===== config.mk =====
export PLATFORM = sky130hd
export DESIGN_NAME = booth_operand_feeder
export DESIGN_NICKNAME = d
export VERILOG_FILES = /design/src/rtl/booth_feed_pkg.sv /design/src/rtl/booth_op_fifo.sv /design/src/rtl/booth_operand_feeder.sv
export SDC_FILE = /design/constraint.sdc
export NUM_CORES = 1
export LEC_CHECK = 0
export BUFFER_PORTS_ARGS = -buffer_cell sky130_fd_sc_hd__buf_2
export CAP_MARGIN = 20
export CORE_MARGIN = 4
export CORE_UTILIZATION = 52
export CTS_BUF_LIST = sky130_fd_sc_hd__clkbuf_8
export DETAILED_ROUTE_END_ITERATION = 8
export PLACE_DENSITY_LB_ADDON = 0.3
export SLEW_MARGIN = 15
export SYNTH_ARGS = -nofsm -noshare
export SYNTH_HDL_FRONTEND = slang
export SYNTH_SLANG_ARGS = --single-unit

===== constraint.sdc =====
create_clock -name clk_in -period 1.97 [get_ports clk_in]
set_clock_uncertainty 0.05 [all_clocks]
set_input_delay 0.394 -clock clk_in [delete_from_list [all_inputs] [get_ports clk_in]]
set_output_delay 0.394 -clock clk_in [all_outputs]
set_load 0.01 [all_outputs]

===== src/rtl/booth_feed_pkg.sv =====
// rtl/booth_feed_pkg.sv - shared types and default widths for the Booth operand feeder
package booth_feed_pkg;

  typedef enum logic [1:0] {IDLE, RUN, HOLD} state_t;

  localparam int DEF_INPUT_WIDTH  = 6;
  localparam int DEF_OUTPUT_WIDTH = 12;
  localparam int DEF_FIFO_DEPTH   = 4;
  localparam int DEF_MULT_CYCLES  = 8;

  // Counter must hold the value MULT_CYCLES itself, hence the +1.
  function automatic int cnt_width(input int cycles);
    return $clog2(cycles + 1);
  endfunction

endpackage


===== src/rtl/booth_op_fifo.sv =====
// rtl/booth_op_fifo.sv - synchronous operand-pair FIFO
// Pointers carry one extra wrap bit so full and empty are distinguishable.
module booth_op_fifo #(
  parameter int DATA_WIDTH = 12,
  parameter int DEPTH      = 4
) (
  input  logic                  clk_in,
  input  logic                  rst_n_in,
  input  logic                  push,
  input  logic [DATA_WIDTH-1:0] push_data,
  input  logic                  pop,
  output logic [DATA_WIDTH-1:0] pop_data,
  output logic                  full,
  output logic                  empty
);

  localparam int AW = $clog2(DEPTH);

  logic [DATA_WIDTH-1:0] mem [DEPTH];
  logic [AW:0]           wr_ptr;
  logic [AW:0]           rd_ptr;

  assign empty    = (wr_ptr == rd_ptr);
  assign full     = (wr_ptr[AW] != rd_ptr[AW]) && (wr_ptr[AW-1:0] == rd_ptr[AW-1:0]);
  assign pop_data = mem[rd_ptr[AW-1:0]];

  always_ff @(posedge clk_in or negedge rst_n_in) begin
    if (!rst_n_in) begin
      wr_ptr <= '0;
      rd_ptr <= '0;
    end else begin
      if (push && !full)
        wr_ptr <= wr_ptr + 1'b1;
      if (pop && !empty)
        rd_ptr <= rd_ptr + 1'b1;
    end
  end

  always_ff @(posedge clk_in) begin
    if (push && !full)
      mem[wr_ptr[AW-1:0]] <= push_data;
  end

endmodule


===== src/rtl/booth_operand_feeder.sv =====
// rtl/booth_operand_feeder.sv - issue/capture stage around a sequential Booth multiplier
// Optional product cross-check and sticky err_out under BOOTH_FEED_SELFCHECK_EN.
module booth_operand_feeder
  import booth_feed_pkg::*;
#(
  parameter int INPUT_WIDTH  = DEF_INPUT_WIDTH,
  parameter int OUTPUT_WIDTH = DEF_OUTPUT_WIDTH,
  parameter int FIFO_DEPTH   = DEF_FIFO_DEPTH,
  parameter int MULT_CYCLES  = DEF_MULT_CYCLES
) (
  input  logic                    clk_in,
  input  logic                    rst_n_in,
  input  logic                    op_valid_in,
  output logic                    op_ready_out,
  input  logic [INPUT_WIDTH-1:0]  multiplicand_in,
  input  logic [INPUT_WIDTH-1:0]  multiplier_in,
  output logic                    mul_start_out,
  output logic [INPUT_WIDTH-1:0]  mul_multiplicand_out,
  output logic [INPUT_WIDTH-1:0]  mul_multiplier_out,
  input  logic [OUTPUT_WIDTH-1:0] mul_product_in,
  output logic                    res_valid_out,
  input  logic                    res_ready_in,
  output logic [OUTPUT_WIDTH-1:0] res_product_out,
  output logic                    busy_out
`ifdef BOOTH_FEED_SELFCHECK_EN
  ,
  output logic                    err_out
`endif
);

  localparam int CW = cnt_width(MULT_CYCLES);

  state_t                     state;
  logic [CW-1:0]              cnt;
  logic                       rdy_en;
  logic                       fifo_full;
  logic                       fifo_empty;
  logic                       push;
  logic                       pop;
  logic [2*INPUT_WIDTH-1:0]   head;

  // rdy_en keeps op_ready_out low during reset even though the FIFO is not full.
  assign op_ready_out = rdy_en && !fifo_full;
  assign push         = op_valid_in && op_ready_out;
  assign pop          = !fifo_empty && ((state == IDLE) || (state == HOLD && res_ready_in));
  assign busy_out     = (state != IDLE);

  booth_op_fifo #(
    .DATA_WIDTH (2*INPUT_WIDTH),
    .DEPTH      (FIFO_DEPTH)
  ) u_fifo (
    .clk_in    (clk_in),
    .rst_n_in  (rst_n_in),
    .push      (push),
    .push_data ({multiplicand_in, multiplier_in}),
    .pop       (pop),
    .pop_data  (head),
    .full      (fifo_full),
    .empty     (fifo_empty)
  );

`ifdef BOOTH_FEED_SELFCHECK_EN
  logic signed [OUTPUT_WIDTH-1:0] exp_product;
  assign exp_product = $signed(mul_multiplicand_out) * $signed(mul_multiplier_out);
`endif

  always_ff @(posedge clk_in or negedge rst_n_in) begin
    if (!rst_n_in) begin
      state                <= IDLE;
      cnt                  <= '0;
      rdy_en               <= 1'b0;
      mul_start_out        <= 1'b0;
      mul_multiplicand_out <= '0;
      mul_multiplier_out   <= '0;
      res_valid_out        <= 1'b0;
      res_product_out      <= '0;
`ifdef BOOTH_FEED_SELFCHECK_EN
      err_out              <= 1'b0;
`endif
    end else begin
      rdy_en        <= 1'b1;
      mul_start_out <= 1'b0;
      case (state)
        RUN: begin
          if (cnt == '0) begin
            res_product_out <= mul_product_in;
            res_valid_out   <= 1'b1;
            state           <= HOLD;
`ifdef BOOTH_FEED_SELFCHECK_EN
            if (mul_product_in != exp_product) begin
              err_out <= 1'b1;
              $error("booth_operand_feeder: product %0h differs from %0h",
                     mul_product_in, exp_product);
            end
`endif
          end else begin
            cnt <= cnt - 1'b1;
          end
        end
        HOLD: begin
          if (res_ready_in) begin
            res_valid_out <= 1'b0;
            state         <= IDLE;
          end
        end
        default: ;
      endcase
      // A pop from IDLE or from a HOLD handshake launches the next product immediately.
      if (pop) begin
        mul_multiplicand_out <= head[2*INPUT_WIDTH-1:INPUT_WIDTH];
        mul_multiplier_out   <= head[INPUT_WIDTH-1:0];
        mul_start_out        <= 1'b1;
        cnt                  <= CW'(MULT_CYCLES);
        state                <= RUN;
      end
    end
  end

endmodule

* Word-level counts from Yosys, hierarchy flattened *
Memory sizes are Yosys's and may differ from the RTL's. A register that Yosys moved wholly into a read port is not among the register bits.
Index checks and enable logic that the tools add are counted.

storage, ports and cells
  register bits = 27
  memory bits (writable) = 48
  input bits = 28
  output and inout bits = 28
  logic and storage cells = 56
  memories = 1

memories
  name        depth  width  rd ports  clocked after memory_dff  wr ports  line                 source
  u_fifo.mem  4      12     1         1                         1         booth_op_fifo.sv:19  logic [DATA_WIDTH-1:0] mem [DEPTH];

operators by class
  add/sub/neg operators = 3
  equality and inequality tests = 10
  multiplexer cells = 13
  reductions and logical operators = 21

operators with widths
  operator                                                                  number
  4-bit two-way mux                                                         3
  1-bit logical AND                                                         7
  3-bit by 1-bit adder with 3-bit output (second input constant)            2
  2-bit two-way mux                                                         3
  3-bit by 2-bit inequality test with 1-bit output (second input constant)  2
  3-bit AND reduction                                                       2
  2-bit nonzero test                                                        3
  1-bit two-way mux                                                         5
  4-bit logical NOT                                                         1
  2-bit inequality test (second input constant)                             2
  2-bit case mux with 2 select lines                                        1
  2-bit AND reduction                                                       2
  4-bit by 1-bit subtractor with 4-bit output (second input constant)       1
  3-bit == test                                                             1
  1-bit logical NOT                                                         3
  3-bit nonzero test                                                        1
  2-bit by 1-bit == test with 1-bit output (second input constant)          1
  2-bit == test                                                             1
  2-bit == test (second input constant)                                     1
  2-bit logical NOT                                                         1
  2-bit by 1-bit inequality test with 1-bit output (second input constant)  1
  1-bit case mux with 2 select lines                                        1
  1-bit logical OR                                                          1
  1-bit inequality test                                                     1

* Depth between registers and ports, before layout *
Gate-level depths: netlist of the first run.

  depth in word-level cells = 8
  mapped depth = 7
  gate-level depth less buffers = 6

* Hierarchy *
Synthesis of the first run repeated with hierarchy kept, for this count alone.

second synthesis, totals
  cell total of the unflattened synthesis = 209
  area total of the unflattened synthesis = 3639.7 um2

modules (own cells, without submodules)
  module                instances  cells each  area an instance (um2)  sequential area each (um2)
  booth_op_fifo         1          115         2263.4                  1591.5
  booth_operand_feeder  1          94          1376.3                  825.8

* Worst setup path after synthesis of the first run *
Ideal clock, no wire load.

  path kind = register to register
  start = register u_fifo.rd_ptr[0]
  end = memory u_fifo.mem[3][0] (enable)
  setup time = 0.362 ns
  data arrival time = 1.480 ns
  data required time = 1.558 ns
  setup slack = 0.077 ns
  cell stages (with the launch flop) = 5
  buffers on the path = 1
  clock period less this slack = 1.893 ns
  cells stage by stage = dfrtp_1 -> buf_4 -> xnor2_1 -> a31oi_1 -> and2_1

on the way
  longest elaborated chain between the ends = 8

ends and longest elaborated chain
  element                                      line                                             source
  start, declared                              booth_op_fifo.sv:21                              logic [AW:0] rd_ptr;
  start signal, assigned                       booth_op_fifo.sv:35                              rd_ptr <= rd_ptr + 1'b1;
  2-bit == test (*)                            booth_op_fifo.sv:24                              assign full = (wr_ptr[AW] != rd_ptr[AW]) && (wr_ptr[AW-1:0] == rd_ptr[AW-1:0]);
  1-bit logical AND (*)                        booth_op_fifo.sv:24
  1-bit logical NOT (*)                        booth_op_fifo.sv:40, booth_operand_feeder.sv:43
  1-bit logical AND                            booth_operand_feeder.sv:43                       assign op_ready_out = rdy_en && !fifo_full;
  1-bit logical AND                            booth_operand_feeder.sv:44                       assign push = op_valid_in && op_ready_out;
  1-bit logical AND (*)                        booth_op_fifo.sv:40                              if (push && !full)
  1-bit two-way mux (*)                        booth_op_fifo.sv:40
  1-bit two-way mux (not written as such) (*)  booth_op_fifo.sv:41                              mem[wr_ptr[AW-1:0]] <= push_data;
  end, declared                                booth_op_fifo.sv:19

Mark *: on every way between the ends. The rest lies on a longest branch, timed or not.

* Worst setup path in the final report of the first run *
  start = register cnt[0]
  end = register res_product_out[7]

on the way
  longest elaborated chain between the ends = 2

ends and longest elaborated chain
  element                        line                         source
  start, declared                booth_operand_feeder.sv:34   logic [CW-1:0] cnt;
  start signal, assigned         booth_operand_feeder.sv:97   cnt <= cnt - 1'b1;
  start signal, assigned         booth_operand_feeder.sv:113  cnt <= CW'(MULT_CYCLES);
  4-bit logical NOT              booth_operand_feeder.sv:85   if (cnt == '0) begin
  2-bit AND reduction (no line)  -
  end signal, assigned           booth_operand_feeder.sv:86   res_product_out <= mul_product_in;
  end, declared                  booth_operand_feeder.sv:23   output logic [OUTPUT_WIDTH-1:0] res_product_out,

Every way passes these cells.
A chain may end at the register's enable or synchronous reset.

==> results of run 1 <==
-- repair_timing --
action	4_1_cts	5_1_grt
setup endpoints to repair	0	1
setup buffers	0	0
gates resized for setup	0	2
-- kinds of logic (layout without fill, tap and decap cells) --
family                     count (synthesis)  count (layout)
and+or+nand+nor                           24              24
adders and majority gates                  7               7
AOI/OAI and AO/OA                          7               7
other                                      1               1
muxes                                     37              37
DFF                                       87              87
buffers and inverters                     13              90
xor gates and xnor gates                  11              11
-- power by group through the flow --
stage                     Combinational, W  Clock, W  Sequential [W]
after floorplan                   0.000213         0         0.00217
after global placement            0.000397         0         0.00217
after detailed placement          0.000407         0         0.00218
after CTS                         0.000408   0.00141         0.00214
after global routing              0.000462   0.00150         0.00216
final                             0.000410   0.00138         0.00215
-- stage by stage --
| step | power [W] | cell area [sq um] | cells | worst slack [ns] |
|---|---|---|---|---|
| global placement | 0.00257 | 3900 | 325 | 0.163 |
| floorplan | 0.00239 | 3450 | 187 | 0.0775 |
| finish | 0.00393 | 4150 | 341 | 0.109 |
| CTS | 0.00396 | 4130 | 341 | 0.0392 |
| global route | 0.00413 | 4150 | 341 | 0.0302 |
| detailed placement | 0.00259 | 3900 | 325 | 0.116 |
-- routing by layer --
metal / vias to the layer above / global-route usage [%] / share of wire, %
li1: 830 / - / -
met1: 869 / 20.2 / 43
met2: 52 / 24.4 / 49
met3: 7 / 3.78 / 7.4
met4: 0 / 5.28 / 0.96
met5: - / 0 / 0
-- cells in the final DEF (no fill, tap or decap), drive strengths merged, types with 2 or more instances in the layout --
cell type	count
edfxtp	48
o21ai	2
clkbuf	9
inv	9
nand3	2
nor2	2
nand2b	2
dfrtp	39
xnor2	6
a31oi	2
bufinv	2
ha	7
and2	4
xor2	5
buf	68
mux4	12
mux2	25
nand2	8
-- sequential cells by signal, summed over array words and instances (netlist names), 2 cells and up --
| register | cells |
|---|---|
| cnt | 4 |
| mul_multiplicand_out | 6 |
| mul_multiplier_out | 6 |
| res_product_out | 12 |
| state | 2 |
| u_fifo.mem | 48 |
| u_fifo.rd_ptr | 3 |
| u_fifo.wr_ptr | 3 |
-- worst min path at each step --
stage	start	endpoint	slack [ns]	cells past startpoint
after floorplan	rst_n_in	cnt[0]	0.05	0
after global placement	res_valid_out	res_valid_out	0.41	2
after detailed placement	rst_n_in	u_fifo.wr_ptr[1]	0.44	2
after CTS	rst_n_in	mul_multiplier_out[5]	0.06	2
after global routing	rst_n_in	mul_multiplier_out[5]	0.08	2
final	rst_n_in	mul_multiplier_out[0]	0.06	2
-- final cells by class --
class	instances	area, sq um	share of cell area, %
sequential	87	2420	58.3
multi-input combinational	87	972	23.5
timing repair buffer	68	410	9.90
clock buffer	9	124	2.99
clock inverter	7	103	2.48
tap	77	96.3	2.32
inverter	6	22.5	0.543
-- worst max-delay path: stages (launching register included) --
cell      delay [ns]
dfrtp_1         0.39
inv_1           0.11
ha_1            0.15
or3b_4          0.38
nand2b_1        0.15
buf_4           0.20
mux2_4          0.31
==> qor.tcl, run 1 <==
set qor(grt_antenna_before_repair) 0
set qor(die_span_x_microns) 89.4
set qor(clock_tree.buffer_depth) 2
set qor(drt-initial-drc-count) 43
set qor(postLayoutCoreUtil_pct) 64.9
set qor(p_switching_w) 0.000932
set qor(timing.critical_path.fanout_max) 15
set qor(yosys.area_share.xor_xnor_pct) 2.79
set qor(startpoint_type) {register}
set qor(die-height_microns) 89.4
set qor(r2r.worst_path.cells) 6
set qor(ctsRootBufferMaster) {clkbuf_8}
set qor(yosys.area_share.adder_pct) 2.54
set qor(synth_largest_type_area_fraction_pct) 41.8
set qor(tightestPinTransition_ns) 0.505
set qor(number_of_buffers_created_by_cts) 9
set qor(muxShareOfSynthArea_pct) 16.8
set qor(synth.lib_cells_used.distinct) 31
set qor(timing.rr.start) {cnt[0]}
set qor(fmaxAchievable_mhz) 537
set qor(detail-route-antenna-nets) 0
set qor(layout_min_cycle_time_ns) 1.86
set qor(clock_tree_from_tritoncts) {yes}
set qor(critPathArrivalTime_ns) 2.04
set qor(fillCellCount) 445
set qor(syn2layout_area_growth_pct) 20.3
set qor(slew_viol_final) 0
set qor(critPathCaptureType) {register}
set qor(globalRouteTotalUtil_pct) 15.1
set qor(synth_largest_area_cell) {edfxtp_1}
set qor(postRouteWirelength_microns) 5500
set qor(gpl.final_weighted_congestion) 0.767
set qor(synth.yosys.seq_area_share_pct) 70.1
set qor(grt_pass1_wl_microns) 9000
set qor(cts-hold-fix-buffers) 0
set qor(core.rowCount) 29
set qor(pwr_density_nw_per_um2) 949
set qor(critical_path.startpoint) {cnt[0]}
set qor(ys_top_cells_by_area) {edfxtp_1, dfrtp_1, mux4_2, mux2_2, mux2_4}
set qor(part_of_the_total_power_dissipated_in_the_clock_network_pct) 35.0
set qor(r2r_slack_ns) 0.11
set qor(netSwitchingFraction_pct) 23.7
set qor(outcome) {finished, final reports clean}
set qor(largest_net_degree_at_the_start_of_global_routing) 40
set qor(async_reset_ff_share_pct) 44.8
set qor(numPortBuffers) 55
set qor(route.detailed.drc) 0
set qor(cellLeakagePower_nw) 1.77
set qor(synthCells) 187
set qor(synthSimpleGateAreaFrac_pct) 3.74
set qor(timing.max_slew.rel_slack_pct) 66.3
set qor(report.final.hold_viol_count) 0
set qor(final-setup-viol-count) 0
set qor(worstHoldPathType) {in -> async}
set qor(die_footprint_sq_um) 8000
set qor(synth_enable_flop_cells) 48
set qor(synth.cells.most_frequent) {edfxtp_1, dfrtp_1, mux2_2, mux4_2, nand2_1}
set qor(cap_violations) 0
set qor(holdWs_ns) 0.0550
set qor(hpwlAfterDp_microns) 3800
set qor(synth_compound_gate_area_share_pct) 1.49
set qor(final_min_period_over_clock_period_pct) 94.5
set qor(syn_std_cell_area_sq_um) 3450
set qor(crit_path_end) {res_product_out[7]}
set qor(global_route.overflow_total) 0
set qor(sequentialPowerShare_pct) 54.6
set qor(vias_per_cell) 5.16
set qor(clk_pin_slew_ns) 0.09
set qor(io_pins) 56
set qor(synth.yosys.warnings) 0
set qor(synth.net_count) 222
set qor(ys.flop_type) {edfxtp_1}
set qor(placeableCoreArea_sq_um) 6390
set qor(floorplan.initialDensity_pct) 54.0
set qor(htree_levels) 3
set qor(comb_power_share_pct) 10.4
set qor(synth_area_per_cell_sq_um) 18.4
set qor(synth_most_common_cell) {edfxtp_1}
set qor(synth-seq-cells) 87
set qor(tritoncts_num_sinks) 87
set qor(worst_r2r_endpoint) {res_product_out[7]}
set qor(post_drt_wl_per_cell_microns) 16.1
set qor(first_global_vias) 1826
set qor(layout.nets) 294
set qor(n_antenna_cell) 0
set qor(setup.worst_path.class) {reg -> reg}
set qor(cellInternalPower_w) 0.00300
set qor(drt-pass1-iter-count) 4
set qor(rsz0062_at_grt) {no}
set qor(dominant_combinational_cell_family_by_area_after_synthesis) {multiplexers}
set qor(drive_gt1_share_pct) 47.7
set qor(clk-insertion-delay-late_ns) 0.34
set qor(vdd_drop_max_mv) 0.566
set qor(fin_tns_setup_ns) 0
set qor(vias) 1758
set qor(worstPathRequired_ns) 2.15
Note: power is estimated with default switching activity, not from simulation.
==> run 2, diff against run 1 <==
- CORE_UTILIZATION: 52 -> 53
- CTS_BUF_LIST: sky130_fd_sc_hd__clkbuf_8 -> unset
- clock period: 1.97 -> 1.85 ns (I/O delays scaled with it)
==> run 2 against run 1 <==
Against the previous run: utilization increased by 0.17 points; sequential cell count unchanged; die area decreased by 1.7%.
==> qor.tcl, run 2 (same netlist as run 1, synthesis figures left out) <==
set qor(io_pins) 56
set qor(comb_power_share_pct) 11.8
set qor(fmaxAchievable_mhz) 562
set qor(grt_antenna_before_repair) 0
set qor(largest_register_ffs) 48
set qor(placed_cells_incl_taps) 324
set qor(critPathArrivalTime_ns) 1.97
set qor(vdd_drop_max_mv) 0.626
set qor(p_switching_w) 0.00104
set qor(final_min_period_over_clock_period_pct) 96.2
set qor(most_used_cells_in_the_layout_excluding_fill_and_tap_cells) {buf_2, edfxtp_1, dfrtp_1}
set qor(most_frequent_standard_cell_in_the_layout_excluding_fill_and_tap_cells) {buf_2}
set qor(worst_r2r_endpoint) {res_product_out[9]}
set qor(vias_per_cell) 5.16
set qor(layout_min_cycle_time_ns) 1.78
set qor(rsz0062_at_grt) {no}
set qor(die-height_microns) 88.6
set qor(slew_viol_final) 0
set qor(clk-insertion-delay-late_ns) 0.35
set qor(first_global_vias) 1888
set qor(vias) 1761
set qor(ctsRootBufferMaster) {clkbuf_8}
set qor(worstHoldPathType) {in -> reg}
set qor(die_footprint_sq_um) 7860
set qor(postRouteWirelength_microns) 5660
set qor(worstHoldStart) {multiplicand_in[1]}
set qor(cellLeakagePower_nw) 1.77
set qor(worstHoldPathCells) 1
set qor(timing.rr.start) {cnt[0]}
set qor(timing.critical_path.fanout_max) 15
set qor(largest_net_degree_at_the_start_of_global_routing) 22
set qor(crit_path_top_delay_cell) {dfrtp_1}
set qor(layout.nets) 294
set qor(worstPathCellList) {inv_2, ha_1, or3b_4, nand2b_4, buf_12, mux2_4}
set qor(critPathCaptureType) {register}
set qor(worstPathRequired_ns) 2.04
set qor(detail-route-antenna-nets) 0
set qor(postLayoutCoreUtil_pct) 65.1
set qor(r2r_slack_ns) 0.07
set qor(clk_pin_slew_ns) 0.10
set qor(post_layout_instance_count_excluding_filler_cells) 341
set qor(numPortBuffers) 55
set qor(report.final.hold_viol_count) 0
set qor(number_of_setup_buffers_added_after_cts) 0
set qor(gpl.final_weighted_congestion) 0.673
set qor(route.detailed.drc) 0
set qor(syn2layout_area_growth_pct) 19.9
set qor(cellInternalPower_w) 0.00298
set qor(sequentialPowerShare_pct) 56.5
set qor(drt-initial-drc-count) 46
set qor(holdWs_ns) 0.176
set qor(n_antenna_cell) 0
set qor(drt-pass1-iter-count) 4
set qor(hpwlAfterDp_microns) 3860
set qor(part_of_the_total_power_dissipated_in_the_clock_network_pct) 31.7
set qor(grt_pass1_wl_microns) 9300
set qor(globalRouteTotalUtil_pct) 16.1
set qor(cap_violations) 0
set qor(netSwitchingFraction_pct) 25.9
set qor(slowest_delay_ns) 0.40
set qor(clock_tree_from_tritoncts) {yes}
set qor(floorplan.initialDensity_pct) 54.3
set qor(startpoint_type) {register}
set qor(outcome) {finished, final reports clean}
set qor(post_drt_wl_per_cell_microns) 16.6
set qor(drive_gt1_share_pct) 48.9
set qor(final-setup-viol-count) 0
set qor(die_span_x_microns) 88.6
set qor(r2r.worst_path.cells) 6
set qor(tritoncts_num_sinks) 87
set qor(number_of_buffers_created_by_cts) 9
set qor(pwr_density_nw_per_um2) 972
set qor(clock_tree.buffer_depth) 2
set qor(fin_tns_setup_ns) 0
set qor(global_route.overflow_total) 0
set qor(htree_levels) 3
set qor(setup.worst_path.class) {reg -> reg}
set qor(placeableCoreArea_sq_um) 6350
set qor(core.rowCount) 29
set qor(hold_path_end) {u_fifo.mem[3][7]}
==> run 2: worst max-delay path: cells and delay by family, from the launching register on <==
kind | cells | cell delay, ns
buffers and inverters | 2 | 0.23
AND/OR/NAND/NOR | 2 | 0.55
flip-flops | 1 | 0.40
multiplexers | 1 | 0.30
adder cells (fa/ha/maj) | 1 | 0.13
==> run 2: power by group through the flow <==
stage,combinational (W),clock (W),sequential (W)
floorplan,0.000230,0,0.00231
global placement,0.000464,0,0.00230
detailed placement,0.000478,0,0.00231
CTS,0.000481,0.00131,0.00227
global route,0.000527,0.00140,0.00228
finish,0.000473,0.00127,0.00227
==> run 2: stage by stage <==
step                power [W]  worst slack, ns  area [sq um]
global route          0.00421        0.0000235          4130
global placement      0.00277           0.0913          3920
CTS                   0.00406           0.0223          4120
floorplan             0.00254           0.0215          3450
detailed placement    0.00279           0.0361          3920
finish                0.00402           0.0706          4130
==> run 2: worst max-delay path by stage <==
stage          startpoint             endpoint  slack [ns]  cells past startpoint
6_report           cnt[0]   res_product_out[9]        0.07                      6
5_1_grt            cnt[1]   res_product_out[9]     0.00002                      6
4_1_cts            cnt[0]   res_product_out[9]        0.02                      6
3_5_place_dp       cnt[0]   res_product_out[9]        0.04                      6
3_3_place_gp       cnt[0]  res_product_out[10]        0.09                      6
2_1_floorplan      cnt[0]  res_product_out[10]        0.02                      7
==> run 2: area by class of cell <==
cell class	instances	area (sq um)
Clock buffer	9	124
Clock inverter	7	75.1
Fill cell	425	2220
Inverter	6	22.5
Multi-Input combinational cell	87	960
Sequential cell	87	2420
Tap cell	77	96.3
Timing Repair Buffer	68	438
==> run 2: routing by layer <==
metal  GRT usage [%]  vias to the layer above  part of all wire [%]  wire, microns
li1                -                      831                     -              -
met1            20.6                      868                    44           2520
met2            26.4                       54                    48           2700
met3            5.21                        8                   6.9            392
met4            4.95                        0                  0.88             50
met5               0                        -                     0              0
==> run 2: timing repair <==
item                                   in CTS  in global routing
hold buffers                                1                  0
endpoints found under the hold margin      20                  0
setup endpoints to repair                   0                 24
resized for setup                           0                  2
==> run 3, diff against run 2 <==
- CORE_MARGIN: 4 -> unset
- clock period: 1.85 -> 1.7 ns (I/O delays scaled with it)
==> run 3 against run 2 <==
Against the previous run: sequential cell count did not move; largest cell class unchanged; combinational power grew 13%; sequential power increased by 9.3%; via count grew 2.1%; utilization up 2.0 points; first-iteration DRC count up 72%; cell count increased by 2.1%; wire length down 0.88%; setup slack worse by 0.056 ns; cell area is 2.5% higher.
==> qor.tcl, run 3 (same netlist as run 1, synthesis figures left out) <==
set qor(clk_pin_slew_ns) 0.09
set qor(crit_buf_inv) 1
set qor(post_drt_wl_per_cell_microns) 16.1
set qor(global_route.overflow_total) 0
set qor(drt-initial-drc-count) 79
set qor(rsz0062_at_grt) {yes}
set qor(most_frequent_standard_cell_in_the_layout_excluding_fill_and_tap_cells) {buf_2}
set qor(die-height_microns) 82.6
set qor(timing.critical_path.fanout_max) 7
set qor(placeableCoreArea_sq_um) 6310
set qor(hpwlAfterDp_microns) 3720
set qor(htree_levels) 3
set qor(worstHoldPathType) {in -> reg}
set qor(largest_net_degree_at_the_start_of_global_routing) 22
set qor(cap_violations) 0
set qor(final-setup-viol-count) 0
set qor(fillCellCount) 433
set qor(final_min_period_over_clock_period_pct) 99.1
set qor(slowest_delay_ns) 0.40
set qor(grt_pass1_wl_microns) 8560
set qor(numPortBuffers) 55
set qor(placed_cells_incl_taps) 328
set qor(detail-route-antenna-nets) 0
set qor(n_antenna_cell) 0
set qor(worstPathRequired_ns) 1.89
set qor(report.power.total_w) 0.00446
set qor(layout.nets) 301
set qor(cellLeakagePower_nw) 1.81
set qor(die_footprint_sq_um) 6830
set qor(clock_tree_from_tritoncts) {yes}
set qor(vdd_drop_max_mv) 0.858
set qor(drt-pass1-iter-count) 4
set qor(syn2layout_area_growth_pct) 22.9
set qor(post_layout_instance_count_excluding_filler_cells) 348
set qor(first_global_vias) 1748
set qor(postRouteWirelength_microns) 5610
set qor(crit_path_top_delay_cell) {dfrtp_1}
set qor(critPathArrivalTime_ns) 1.87
set qor(floorplan.initialDensity_pct) 54.6
set qor(holdWs_ns) 0.148
set qor(fmaxAchievable_mhz) 593
set qor(clk-insertion-delay-late_ns) 0.35
set qor(r2r_slack_ns) 0.01
set qor(gpl.final_weighted_congestion) 0.682
set qor(tritoncts_num_sinks) 87
set qor(layout_min_cycle_time_ns) 1.69
set qor(grt_antenna_before_repair) 0
set qor(fin_tns_setup_ns) 0
set qor(globalRouteTotalUtil_pct) 18.0
set qor(startpoint_type) {register}
set qor(number_of_buffers_created_by_cts) 9
set qor(ctsRootBufferMaster) {clkbuf_8}
set qor(critical-path-top-delay-family) {simple AND/OR/NAND/NOR gates}
set qor(setup.worst_path.class) {reg -> reg}
set qor(most_used_cells_in_the_layout_excluding_fill_and_tap_cells) {buf_2, edfxtp_1, dfrtp_1}
set qor(largest_register_ffs) 48
set qor(slew_viol_final) 0
set qor(die_span_x_microns) 82.6
set qor(outcome) {finished, final reports clean}
set qor(vias_per_cell) 5.17
set qor(report.final.hold_viol_count) 0
set qor(drive_gt1_share_pct) 52.8
set qor(critPathCaptureType) {register}
set qor(vias) 1798
set qor(pwr_density_nw_per_um2) 1050
set qor(clock_tree.buffer_depth) 2
set qor(io_pins) 56
set qor(worstPathCellList) {inv_2, ha_4, or3b_4, nand2b_4, mux2_4}
set qor(core.rowCount) 29
set qor(route.detailed.drc) 0
## run 3: cell count changes in the layout (fill, tap and decap cells not counted), sizes merged
cell and change:
buf +6, bufinv +1, clkinv -1, clkinvlp +1, inv -1, nand2b +1
## run 3: what timing repair did
action,CTS,global route
hold buffers,1,0
gates cloned,1,0
setup endpoints to repair,13,22
hold endpoints to repair,12,0
gates resized for setup,3,5
setup buffers,1,2
pin swaps,3,1
## run 3: report_power, final
part,internal (W),switching (W),total [W]
clock,0.000697,0.000753,0.00145
sequential,0.00241,0.0000713,0.00248
combinational,0.000271,0.000264,0.000535
total,0.00337,0.00109,0.00446
## run 3: final timing paths
path                                    start                 end  cells past startpoint
max                                    cnt[0]  res_product_out[9]                      5
min                        multiplicand_in[1]    u_fifo.mem[1][7]                      1
max reg2reg                            cnt[0]  res_product_out[9]                      5
min reg2reg                     res_valid_out       res_valid_out                      2
max in group asynchronous            rst_n_in    u_fifo.rd_ptr[2]                      3
min in group asynchronous            rst_n_in              rdy_en                      2
## run 3: layout make-up
cell class                      count  area [sq um]  area share (%)
Sequential cell                    87          2420            57.1
Timing Repair Buffer               74           483            11.4
Multi-Input combinational cell     88          1010            23.9
Inverter                            6          22.5           0.531
Clock inverter                      7          78.8            1.86
Tap cell                           77          96.3            2.27
Clock buffer                        9           124            2.92
## run 3: per-stage QoR
| step | utilization [%] | worst slack, ns | cell area (sq um) |
|---|---|---|---|
| 6_report | 67.1 | 0.0145 | 4240 |
| 5_1_grt | 67.1 | -0.0602 | 4240 |
| 4_1_cts | 66.5 | -0.0101 | 4200 |
| 3_5_place_dp | 62.7 | -0.0210 | 3960 |
| 3_3_place_gp | 62.7 | 0.0245 | 3960 |
| 2_1_floorplan | - | -0.0997 | 3470 |
## run 3: per-layer routing
metal | vias to the layer above | track usage, % | share of wire [%]
met5 | - | 0 | 0
met1 | 896 | 23.1 | 45
met2 | 53 | 29.1 | 48
met4 | 0 | 6.21 | 1.1
li1 | 842 | - | -
met3 | 7 | 5.60 | 6.1
